File: src/rtl/spi_word_shifter.sv
// SPI mode-0 slave shifter: synchronizes the pins into clk, deserializes MOSI into
// words for the command FSM and serializes tx words onto MISO, MSB first.
module spi_word_shifter #(
   parameter int WORD_W      = 8,
   parameter int SYNC_STAGES = 2
) (
   input  logic              clk,
   input  logic              rst,
   input  logic              sck,
   input  logic              cs_n,
   input  logic              mosi,
   output logic              miso,
   output logic              miso_oe,
   input  logic [WORD_W-1:0] tx_data,
   input  logic              tx_valid,
   output logic              tx_ready,
   output logic [WORD_W-1:0] rx_data,
   output logic              done,
   output logic [3:0]        cmd,
   output logic [7:0]        word_cnt,
   output logic              abort,
   output logic              underrun
);

   // state | meaning
   // IDLE  | cs_n high, MISO released
   // LOAD  | one clk after cs_fall: first tx word loaded, bit_cnt cleared
   // SHIFT | word transfer in progress; sck_rise samples, sck_fall shifts out

   localparam int CW = (WORD_W > 1) ? $clog2(WORD_W) : 1;
   localparam logic [CW-1:0] LAST_BIT = CW'(WORD_W - 1);

   typedef enum logic [1:0] {IDLE, LOAD, SHIFT} state_t;

   logic [SYNC_STAGES-1:0] sck_sync, cs_sync, mosi_sync;
   logic                   sck_d, cs_d;
   logic                   sck_s, cs_s, mosi_s;
   logic                   sck_rise, sck_fall, cs_fall, cs_rise;

   state_t            state;
   logic [CW-1:0]     bit_cnt;
   logic [WORD_W-1:0] rx_sh;
   logic [WORD_W-1:0] tx_sh;
   logic              word_end;
   logic              load_now;

   always_ff @(posedge clk) begin
      if (rst) begin
         sck_sync  <= '0;
         cs_sync   <= '1;
         mosi_sync <= '0;
         sck_d     <= 1'b0;
         cs_d      <= 1'b1;
      end else begin
         sck_sync  <= {sck_sync[SYNC_STAGES-2:0], sck};
         cs_sync   <= {cs_sync[SYNC_STAGES-2:0], cs_n};
         mosi_sync <= {mosi_sync[SYNC_STAGES-2:0], mosi};
         sck_d     <= sck_sync[SYNC_STAGES-1];
         cs_d      <= cs_sync[SYNC_STAGES-1];
      end
   end

   assign sck_s    = sck_sync[SYNC_STAGES-1];
   assign cs_s     = cs_sync[SYNC_STAGES-1];
   assign mosi_s   = mosi_sync[SYNC_STAGES-1];
   assign sck_rise = sck_s & ~sck_d;
   assign sck_fall = ~sck_s & sck_d;
   assign cs_fall  = ~cs_s & cs_d;
   assign cs_rise  = cs_s & ~cs_d;

   // A word that completes together with cs_rise still reports done from IDLE,
   // but the shifter is not reloaded because the frame is already over.
   assign load_now = (state == LOAD) || (word_end && (state == SHIFT));
   assign tx_ready = load_now & tx_valid;
   assign underrun = load_now & ~tx_valid;
   assign miso     = tx_sh[WORD_W-1];
   assign miso_oe  = (state != IDLE);

   always_ff @(posedge clk) begin
      if (rst) begin
         state    <= IDLE;
         bit_cnt  <= '0;
         rx_sh    <= '0;
         tx_sh    <= '0;
         word_end <= 1'b0;
         rx_data  <= '0;
         done     <= 1'b0;
         cmd      <= '0;
         word_cnt <= '0;
         abort    <= 1'b0;
      end else begin
         done  <= 1'b0;
         abort <= 1'b0;

         if (word_end) begin
            word_end <= 1'b0;
            done     <= 1'b1;
            rx_data  <= rx_sh;
            if (word_cnt == 8'd0)
               cmd <= rx_sh[WORD_W-1 -: 4];
            if (word_cnt != 8'hFF)
               word_cnt <= word_cnt + 8'd1;
         end

         if (load_now)
            tx_sh <= tx_valid ? tx_data : '0;

         case (state)
            IDLE: begin
               if (cs_fall) begin
                  state    <= LOAD;
                  word_cnt <= 8'd0;
               end
            end
            LOAD: begin
               bit_cnt <= '0;
               state   <= cs_rise ? IDLE : SHIFT;
            end
            SHIFT: begin
               if (sck_rise) begin
                  rx_sh <= {rx_sh[WORD_W-2:0], mosi_s};
                  if (bit_cnt == LAST_BIT) begin
                     bit_cnt  <= '0;
                     word_end <= 1'b1;
                  end else begin
                     bit_cnt <= bit_cnt + 1'b1;
                  end
               end else if (sck_fall && (bit_cnt != '0)) begin
                  // The fall after the last bit is skipped so the reloaded MSB stays on MISO.
                  tx_sh <= {tx_sh[WORD_W-2:0], 1'b0};
               end
               if (cs_rise) begin
                  state <= IDLE;
                  if ((bit_cnt != '0) && !(sck_rise && (bit_cnt == LAST_BIT)))
                     abort <= 1'b1;
               end
            end
            default: state <= IDLE;
         endcase
      end
   end

endmodule

File: config.mk
export PLATFORM = sky130hd
export DESIGN_NAME = spi_word_shifter
export DESIGN_NICKNAME = d
export VERILOG_FILES = /design/src/rtl/spi_word_shifter.sv
export SDC_FILE = /design/constraint.sdc
export NUM_CORES = 1
export LEC_CHECK = 0
export ABC_AREA = 1
export CAP_MARGIN = 20
export CORE_AREA = 2 2 77 64
export DETAILED_ROUTE_END_ITERATION = 16
export DIE_AREA = 0 0 79 66
export PLACE_DENSITY = 0.79
export RECOVER_POWER = 100
export SLEW_MARGIN = 20
export SYNTH_ARGS = -nofsm -noshare
export SYNTH_HDL_FRONTEND = slang
export SYNTH_SLANG_ARGS = --single-unit
File: constraint.sdc
create_clock -name clk -period 1.82 [get_ports clk]
set_clock_uncertainty 0.2 [all_clocks]
set_input_delay 0.273 -clock clk [delete_from_list [all_inputs] [get_ports clk]]
set_output_delay 0.273 -clock clk [all_outputs]
set_load 0.05 [all_outputs]
---- After elaboration in Yosys (flattened, before gate mapping) ----
Index checks and enable logic that the tools add are counted.
cells by class
  $add $sub $neg .......................... 2
  bitwise logic cells ..................... 14
  mux-type cells .......................... 19
  reduce and logical (&&, ||, !) cells .... 17
  equal/unequal tests ..................... 7
operators with widths
  cell                   count
  $mux W8                9
  $add A8 B1 Y8 const B  1
  $logic_not A8 Y1       1
  $ne A8 B8 Y1 const B   1
  $not A1 Y1             8
  $reduce_and A2 Y1      4
  $and A1 B1 Y1          6
  $mux W2                3
  $mux W3                2
  $ne A2 B2 Y1 const B   3
  $pmux W2 S3            1
  $pmux W3 S2            1
  $reduce_or A3 Y1       2
  $logic_and A1 B1 Y1    4
  $reduce_bool A2 Y1     2
  $add A3 B1 Y3 const B  1
  $eq A3 B3 Y1 const B   1
  $mux W1                3
  $reduce_bool A3 Y1     1
  $eq A2 B1 Y1 const B   1
  $eq A2 B2 Y1 const B   1
  $logic_not A2 Y1       1
  $logic_not A1 Y1       1
  $logic_or A1 B1 Y1     1
storage, ports and cells
  word-level logic and storage cells ...... 74
  output and inout port bits .............. 26
  input bits .............................. 14
  flip-flop bits (word level) ............. 52

---- Logic depth before layout (Yosys ltp) ----
Gate-level depths: netlist of the first run.
  word-level depth ........................ 7
  depth in mapped cells ................... 10
  depth with buffers taken out ............ 9

---- Worst setup path before layout of the first run ----
No wires, ideal clock.
  path type ............................... reg2out
  from .................................... register state[1]
  to ...................................... output port underrun
  path buffers ............................ 1
  setup slack ............................. -154 ps
  arrival ................................. 1501 ps
  data required time ...................... 1347 ps
  cell stages (with the launch flop) ...... 6
  cell sequence ........................... dfxtp_1 -> inv_2 -> nor2_4 -> a21oi_4 -> buf_6 -> nor2_1
between the ends
  cells in the longest elaborated chain, start to end .. 4
  elaborated cells between the ends (all ways) .. 5
  classes of those cells .................. 2 x eq/ne; 1 x bitwise; 2 x reduce/logical
RTL lines
  what                    RTL line  RTL
  start, declared         40        state_t state;
  start signal, assigned  117       state <= cs_rise ? IDLE : SHIFT;
  $eq A2 B2 Y1            73        assign load_now = (state == LOAD) || (word_end && (state == SHIFT));
  $logic_and A1 B1 Y1     73
  $logic_or A1 B1 Y1 *    73
  $and A1 B1 Y1 *         75        assign underrun = load_now & ~tx_valid;
  end, declared           22        output logic underrun
Every way passes the cells marked *; elsewhere a longest branch is shown, timed or not.

---- Final worst setup path of the first run ----
  from .................................... register state[0]
  to ...................................... output port tx_ready
between the ends
  cells in the longest elaborated chain, start to end .. 4
  elaborated cells between the ends (all ways) .. 5
  classes of those cells .................. 2 x eq/ne; 1 x bitwise; 2 x reduce/logical
RTL lines
  what                  RTL line  RTL
  $eq A2 B2 Y1          73
  $logic_and A1 B1 Y1   73
  $logic_or A1 B1 Y1 *  73
  $and A1 B1 Y1 *       74        assign tx_ready = load_now & tx_valid;
  end, declared         16        output logic tx_ready,
Marked as above.

==> key figures, run 1 <==
Run status
  – Status: completed

GRT
  – Number of global-route vias before repair: around 1,700
  – Initial antenna violation count: 0
  – GRT Total Usage: 0.1814
  – Grt total ovfl: 0
  – Global-route wire length before repair: between 7000 and 8000 µm
  – Largest net degree at the start of global routing: 21

Setup path
  – Startpoint types: register
  – Cell breakdown of the critical path: inv_2, nor2_4, inv_4, nand2_1, nand2_1, inv_2, buf_12
  – Worst Path Required: 1.35 ns
  – Kind of end point of the critical path: output pin
  – Largest stage delay on the critical path: between 0.3 and 0.4 ns
  – Worst Path Arrival: between 1 and 1.5 ns
  – WS Path Type: register to output pin
  – Crit path max-delay cell type: dfxtp_2
  – Critical Path Fanout Max: 3

Clock tree
  – Clock transition at path regs: roughly 0.08 ns
  – CTS root buffer: clkbuf_8
  – Htree depth: 2
  – CTS tree: built
  – TritonCTS Buffers: 5
  – Clock latency on the worst-skew pair: around 0.3 ns
  – Clock sink count: 52
  – Clk buf depth: 2
  – # hold bufs at CTS: 0

Drt
  – Drt first pass iters: 4
  – DRT iter0 DRCs: around 120
  – Drt drc: 0
  – Detail-routed net length per standard cell: approximately 11 µm
  – Vias: slightly below 2,000
  – Via density: approximately 4.8
  – Routed Antenna Nets: 0
  – Routed WL: ~4300 µm

Timing
  – Max-slew violation count: 0
  – Final hold slack: between 0.2 and 0.25 ns
  – Worst-Margin Slew: approximately 0.6 ns
  – Fmax: between 500 and 600 MHz
  – Fin crit share: 0.9631
  – Unrepaired setup endpoints after global routing: yes
  – Fin. Hold Viols: 0
  – Fin crit period: approximately 1.8 ns
  – Slew Limit Headroom: 0.6017
  – Worst setup margin: 0.06719 ns
  – Final setup fails: 0

Logic synthesis
  – Sequential area share after synthesis: 0.4612
  – Largest area contributor in the netlist: dfxtp_1
  – Top-count cell post-synth: nor2_1
  – Mapped Cells: around 300
  – Synthesized Nets: between 300 and 400
  – Post-synth EDFFs: 0
  – FF+latch count, synth: 52
  – Ys flop type: dfxtp_1
  – Mapped Area: ~2300 µm²
  – Avg Cell Area, Syn: 7.549 µm²
  – Synth area leaders: dfxtp_1 46%, nor2_1 11%, nand2_1 7.8%, o21ai_0 4.9%, inv_1 4.0%
  – Synth top area share: 0.4612
  – Post-synth cell types: 30
  – Async SR Flop Fraction: 0
  – Syn. warnings: 0
  – Top cells by count, synth: 69 x nor2_1, 52 x dfxtp_1, 47 x nand2_1

Place
  – DP Worst Slack: 0.1930 ns
  – Placed Cells: 396
  – I/O Buffers: 39
  – GP Congestion: about 0.8
  – HPWL Detailed: 3146 µm

Run
  – Max-cap violations: 0

Floorplanning
  – Die area: 5214 µm²
  – Core Area: between 4000 and 5000 µm²
  – IO Count: 40
  – Die H: ~66 µm
  – Die X: 79 µm
  – Initial core utilization: 0.5062
  – Rows: 22

Finish
  – # nets final: 363
  – Final std cells w/o fill: slightly above 400
  – Post-Route Utilization: 0.6181
  – Ant diodes: 0
  – Synthesis-to-layout area growth: 22.12%
  – Fraction of layout cells with a size suffix above 1: 0.1681
  – Layout filler cell count: 420

Hold path
  – Hold Path Class: register to register

Power and ir drop
  – P_leak: roughly 1.2 nW
  – Power Total: roughly 0.0021 W
  – Pwr Density: a little under 800 nW/µm²
  – VDD IR max: 0.4105 mV
==> cell type report <==
cell class	count	area, µm²	area share
Tap cell	60	75.07	0.02724
Timing Repair Buffer	48	356.6	0.1294
Clock buffer	7	96.34	0.03495
Multi-Input combinational cell	206	1032	0.3745
Inverter	31	118.9	0.04312
Sequential cell	52	1047	0.3799
Clock inverter	1	30.03	0.01089
==> critical path, delay by kind of cell (launching register included) <==
family        cells  cell delay (ns)
flops             1             0.37
buf+inv           4             0.34
simple gates      3             0.27
==> report_power, final <==
| group | total, W | switching (W) | internal (W) | leakage [nW] |
|---|---|---|---|---|
| sequential | 0.00116 | 0.00000710 | 0.00115 | 0.423 |
| combinational | 0.000126 | 0.0000683 | 0.0000580 | 0.690 |
| clock | 0.000856 | 0.000371 | 0.000485 | 0.0645 |
==> sequential cells by signal, indices dropped and copies added (netlist names), 3 cells and up <==
register  count
bit_cnt       3
cmd           4
rx_data       8
rx_sh         8
tx_sh         8
word_cnt      8
==> cell usage in the layout (no fill, tap or decap), drive strengths merged, types with 7 or more instances in the layout <==
cell type	count
nor2	80
a21oi	8
clkbuf	32
o21ai	30
dfxtp	52
nand2	53
nand3	10
nor3	7
buf	10
clkdlybuf4s50	12
inv	28
==> kinds of logic (layout without fill, tap and decap cells) <==
group / Yosys count / in the layout / synth area share
simple gates: 158 / 158 / 0.3160
flops: 52 / 52 / 0.4612
compound gates: 41 / 41 / 0.1053
buf+inv: 41 / 87 / 0.08204
fa+ha+maj: 5 / 5 / 0.02772
xor+xnor: 2 / 2 / 0.007762
==> per-stage QoR <==
| stage | TNS (ns) | instance area, µm² |
|---|---|---|
| 2_1_floorplan | 0 | 2262 |
| 3_3_place_gp | 0 | 2704 |
| 3_5_place_dp | 0 | 2704 |
| 4_1_cts | -0.01692 | 2839 |
| 5_1_grt | -0.01171 | 2756 |
| 6_report | 0 | 2756 |
==> path summary, 6_finish.rpt <==
kind,startpoint,to,slack (ns),cells past startpoint
worst min-delay path,mosi_sync[0]$_SDFF_PP0_,mosi_sync[1]$_SDFF_PP0_,0.21,2
worst min register to register,mosi_sync[0]$_SDFF_PP0_,mosi_sync[1]$_SDFF_PP0_,0.21,2
worst max register to register,state[1]$_SDFFE_PP0P_,rx_sh[0]$_SDFFE_PP0P_,0.12,7
worst max-delay path,state[0]$_SDFFE_PP0P_,tx_ready,0.07,7
==> timing repair <==
action                                  4_1_cts  5_1_grt
pin swaps                                     1        2
endpoints found under the setup margin        2        2
gates resized for setup                       1        4
gates cloned                                  0        0
buffers inserted                              1        0
==> layer usage <==
| layer | up-vias | track usage | share of wire |
|---|---|---|---|
| met5 | - | 0 | 0 |
| met4 | 0 | 0.08405 | 0.018 |
| met3 | 7 | 0.04098 | 0.045 |
| met2 | 31 | 0.2860 | 0.43 |
| met1 | 872 | 0.2370 | 0.51 |
| li1 | 1032 | - | - |
Note: power is estimated with default switching activity, not from simulation.
==> run 2: changes to the inputs <==
- CAP_MARGIN: 20 -> not set
- CTS_CLUSTER_SIZE: not set -> 24
==> results of run 2 <==
Same layout as run 1: the final DEF is identical, and so are final timing and power.
==> run 3: changes to the inputs <==
- RECOVER_POWER: 100 -> 50
==> run 3 against run 2 <==
  * Wire length up 0.14%
  * Via count is 0.51% higher
  * Global-route usage is the same
  * Maximum frequency about the same
  * Sequential power barely moved
  * Register-to-register slack is essentially flat
  * Non-clock buffer count did not move
  * Flip-flop and latch count unchanged
  * Clock power hardly changed
  * Clock-buffer cell count unchanged
==> key figures, run 3 (same netlist as run 1, synthesis figures left out) <==
Run status
  – Status: completed

Place
  – Placed Cells: ~400
  – DP Worst Slack: a little under 0.2 ns
  – I/O Buffers: 39
  – HPWL Detailed: about 3100 µm
  – GP Congestion: 0.8243

Floorplanning
  – Rows: 22
  – Initial core utilization: 0.5062
  – Die X: between 70 and 80 µm
  – Die H: around 66 µm
  – IO Count: 40
  – Core Area: 4459 µm²
  – Die area: between 5000 and 6000 µm²

Power and ir drop
  – P_leak: approximately 1.2 nW
  – VDD IR max: around 0.41 mV
  – Pwr Density: between 700 and 800 nW/µm²
  – Power Total: around 0.0021 W

Setup path
  – Reg2reg end: rx_sh[0]$_SDFFE_PP0P_
  – WS Path Type: register to output pin
  – Reg2Reg Setup Slack: 0.13 ns
  – FF-to-FF Start: state[1]$_SDFFE_PP0P_
  – Worst Path Required: between 1 and 1.5 ns
  – Kind of end point of the critical path: output pin
  – R2R depth: 7
  – Startpoint types: register
  – Worst Path Arrival: 1.28 ns
  – Critical Path Fanout Max: 3

Finish
  – Ant diodes: 0
  – Layout filler cell count: around 420
  – Final std cells w/o fill: 405
  – Fraction of layout cells with a size suffix above 1: 0.1710
  – Synthesis-to-layout area growth: 22.39%
  – # nets final: about 360
  – Most frequent cells in the layout: 68 x nor2_1, 48 x nand2_1, 47 x dfxtp_1
  – Commonest non-fill, non-tap cell in the layout: nor2_1

Timing
  – Slew Limit Headroom: 0.6017
  – TNS Setup: 0 ns
  – Max-slew violation count: 0
  – Fin crit share: 0.9625
  – Fmax: 570.9 MHz
  – Worst setup margin: between 0.06 and 0.07 ns
  – Fin crit period: ~1.8 ns
  – Worst-Margin Slew: 0.6000 ns
  – Final setup fails: 0
  – Fin. Hold Viols: 0
  – Unrepaired setup endpoints after global routing: yes

Drt
  – Via density: 4.820
  – Drt first pass iters: 4
  – Drt drc: 0
  – Detail-routed net length per standard cell: ~11 µm
  – Routed Antenna Nets: 0
  – DRT iter0 DRCs: ~120
  – Vias: ~2,000
  – Routed WL: around 4300 µm

Hold path
  – WHS Endpoint: mosi_sync[1]$_SDFF_PP0_
  – Hold Path Class: register to register
  – Hold wc startpoint: mosi_sync[0]$_SDFF_PP0_
  – Hold Path Depth: 2

Clock tree
  – Clk buf depth: 2
  – CTS root buffer: clkbuf_8
  – CTS tree: built
  – Clock transition at path regs: 0.08 ns
  – Clock latency on the worst-skew pair: 0.31 ns
  – TritonCTS Buffers: 5
  – Clock sink count: 52
  – Htree depth: 2

GRT
  – Number of global-route vias before repair: 1,747
  – Grt total ovfl: 0
  – Initial antenna violation count: 0
  – Global-route wire length before repair: ~7400 µm
  – GRT Total Usage: 0.1814
  – Largest net degree at the start of global routing: 21

Run
  – Max-cap violations: 0
==> run 3: cell types whose count changed in the layout (fill, tap and decap cells not counted) <==
cell	change
buf_4	+1
o21ai_0	-7
o21ai_2	+1
o21ai_1	+6
clkbuf_2	-1
==> run 3: power by group <==
| part | internal, W | total [W] | leakage [nW] | switching [W] |
|---|---|---|---|---|
| Clock | 0.000485 | 0.000856 | 0.0645 | 0.000371 |
| Combinational | 0.0000589 | 0.000128 | 0.693 | 0.0000692 |
| Sequential | 0.00115 | 0.00116 | 0.423 | 0.00000722 |
| Total | 0.00169 | 0.00214 | 1.18 | 0.000447 |
==> run 3: through the flow <==
stage | area [µm²] | hold WS, ns | util
floorplan | 2262 | 0.1514 | -
global placement | 2704 | 0.1901 | 0.6063
detailed placement | 2704 | 0.1967 | 0.6063
CTS | 2839 | 0.2092 | 0.6366
global route | 2763 | 0.2357 | 0.6195
finish | 2763 | 0.2054 | 0.6195
==> run 3: worst max path at each step <==
stage,end,cells after the start,from,slack (ns)
floorplan,word_cnt[0]$_SDFF_PP0_,6,word_cnt[4]$_SDFF_PP0_,0.07
global placement,tx_sh[6]$_SDFF_PP0_,8,bit_cnt[0]$_SDFFE_PP0P_,0.25
detailed placement,tx_sh[6]$_SDFF_PP0_,8,bit_cnt[0]$_SDFFE_PP0P_,0.19
CTS,tx_ready,7,state[0]$_SDFFE_PP0P_,-0.02
global route,tx_ready,7,state[1]$_SDFFE_PP0P_,-0.01
finish,tx_ready,7,state[0]$_SDFFE_PP0P_,0.07
==> run 3: layout make-up <==
type | count | area [µm²] | share of cell area
sequential | 52 | 1047 | 0.3791
multi-input combinational | 206 | 1036 | 0.3750
clock buffer | 7 | 96.34 | 0.03487
tap | 60 | 75.07 | 0.02717
inverter | 31 | 118.9 | 0.04303
timing repair buffer | 48 | 359.1 | 0.1300
clock inverter | 1 | 30.03 | 0.01087
==> run 3: timing repair <==
action                                  CTS  global route
setup buffers                             1             0
hold buffers                              0             0
pin swaps                                 1             2
gates resized for setup                   1             4
endpoints found under the setup margin    2             2
==> run 3: layer usage <==
layer,track usage,up-vias,wire length (µm)
met5,0,-,0
met4,0.08405,0,78
met3,0.04098,7,216
met2,0.2860,36,1847
met1,0.2370,878,2176
li1,-,1031,-
==> run 3: critical path, stage by stage, from the launching register on <==
cell     delay [ns]
dfxtp_2        0.37
inv_2          0.06
nor2_4         0.13
inv_4          0.07
nand2_1        0.07
nand2_1        0.07
inv_2          0.08
buf_12         0.13
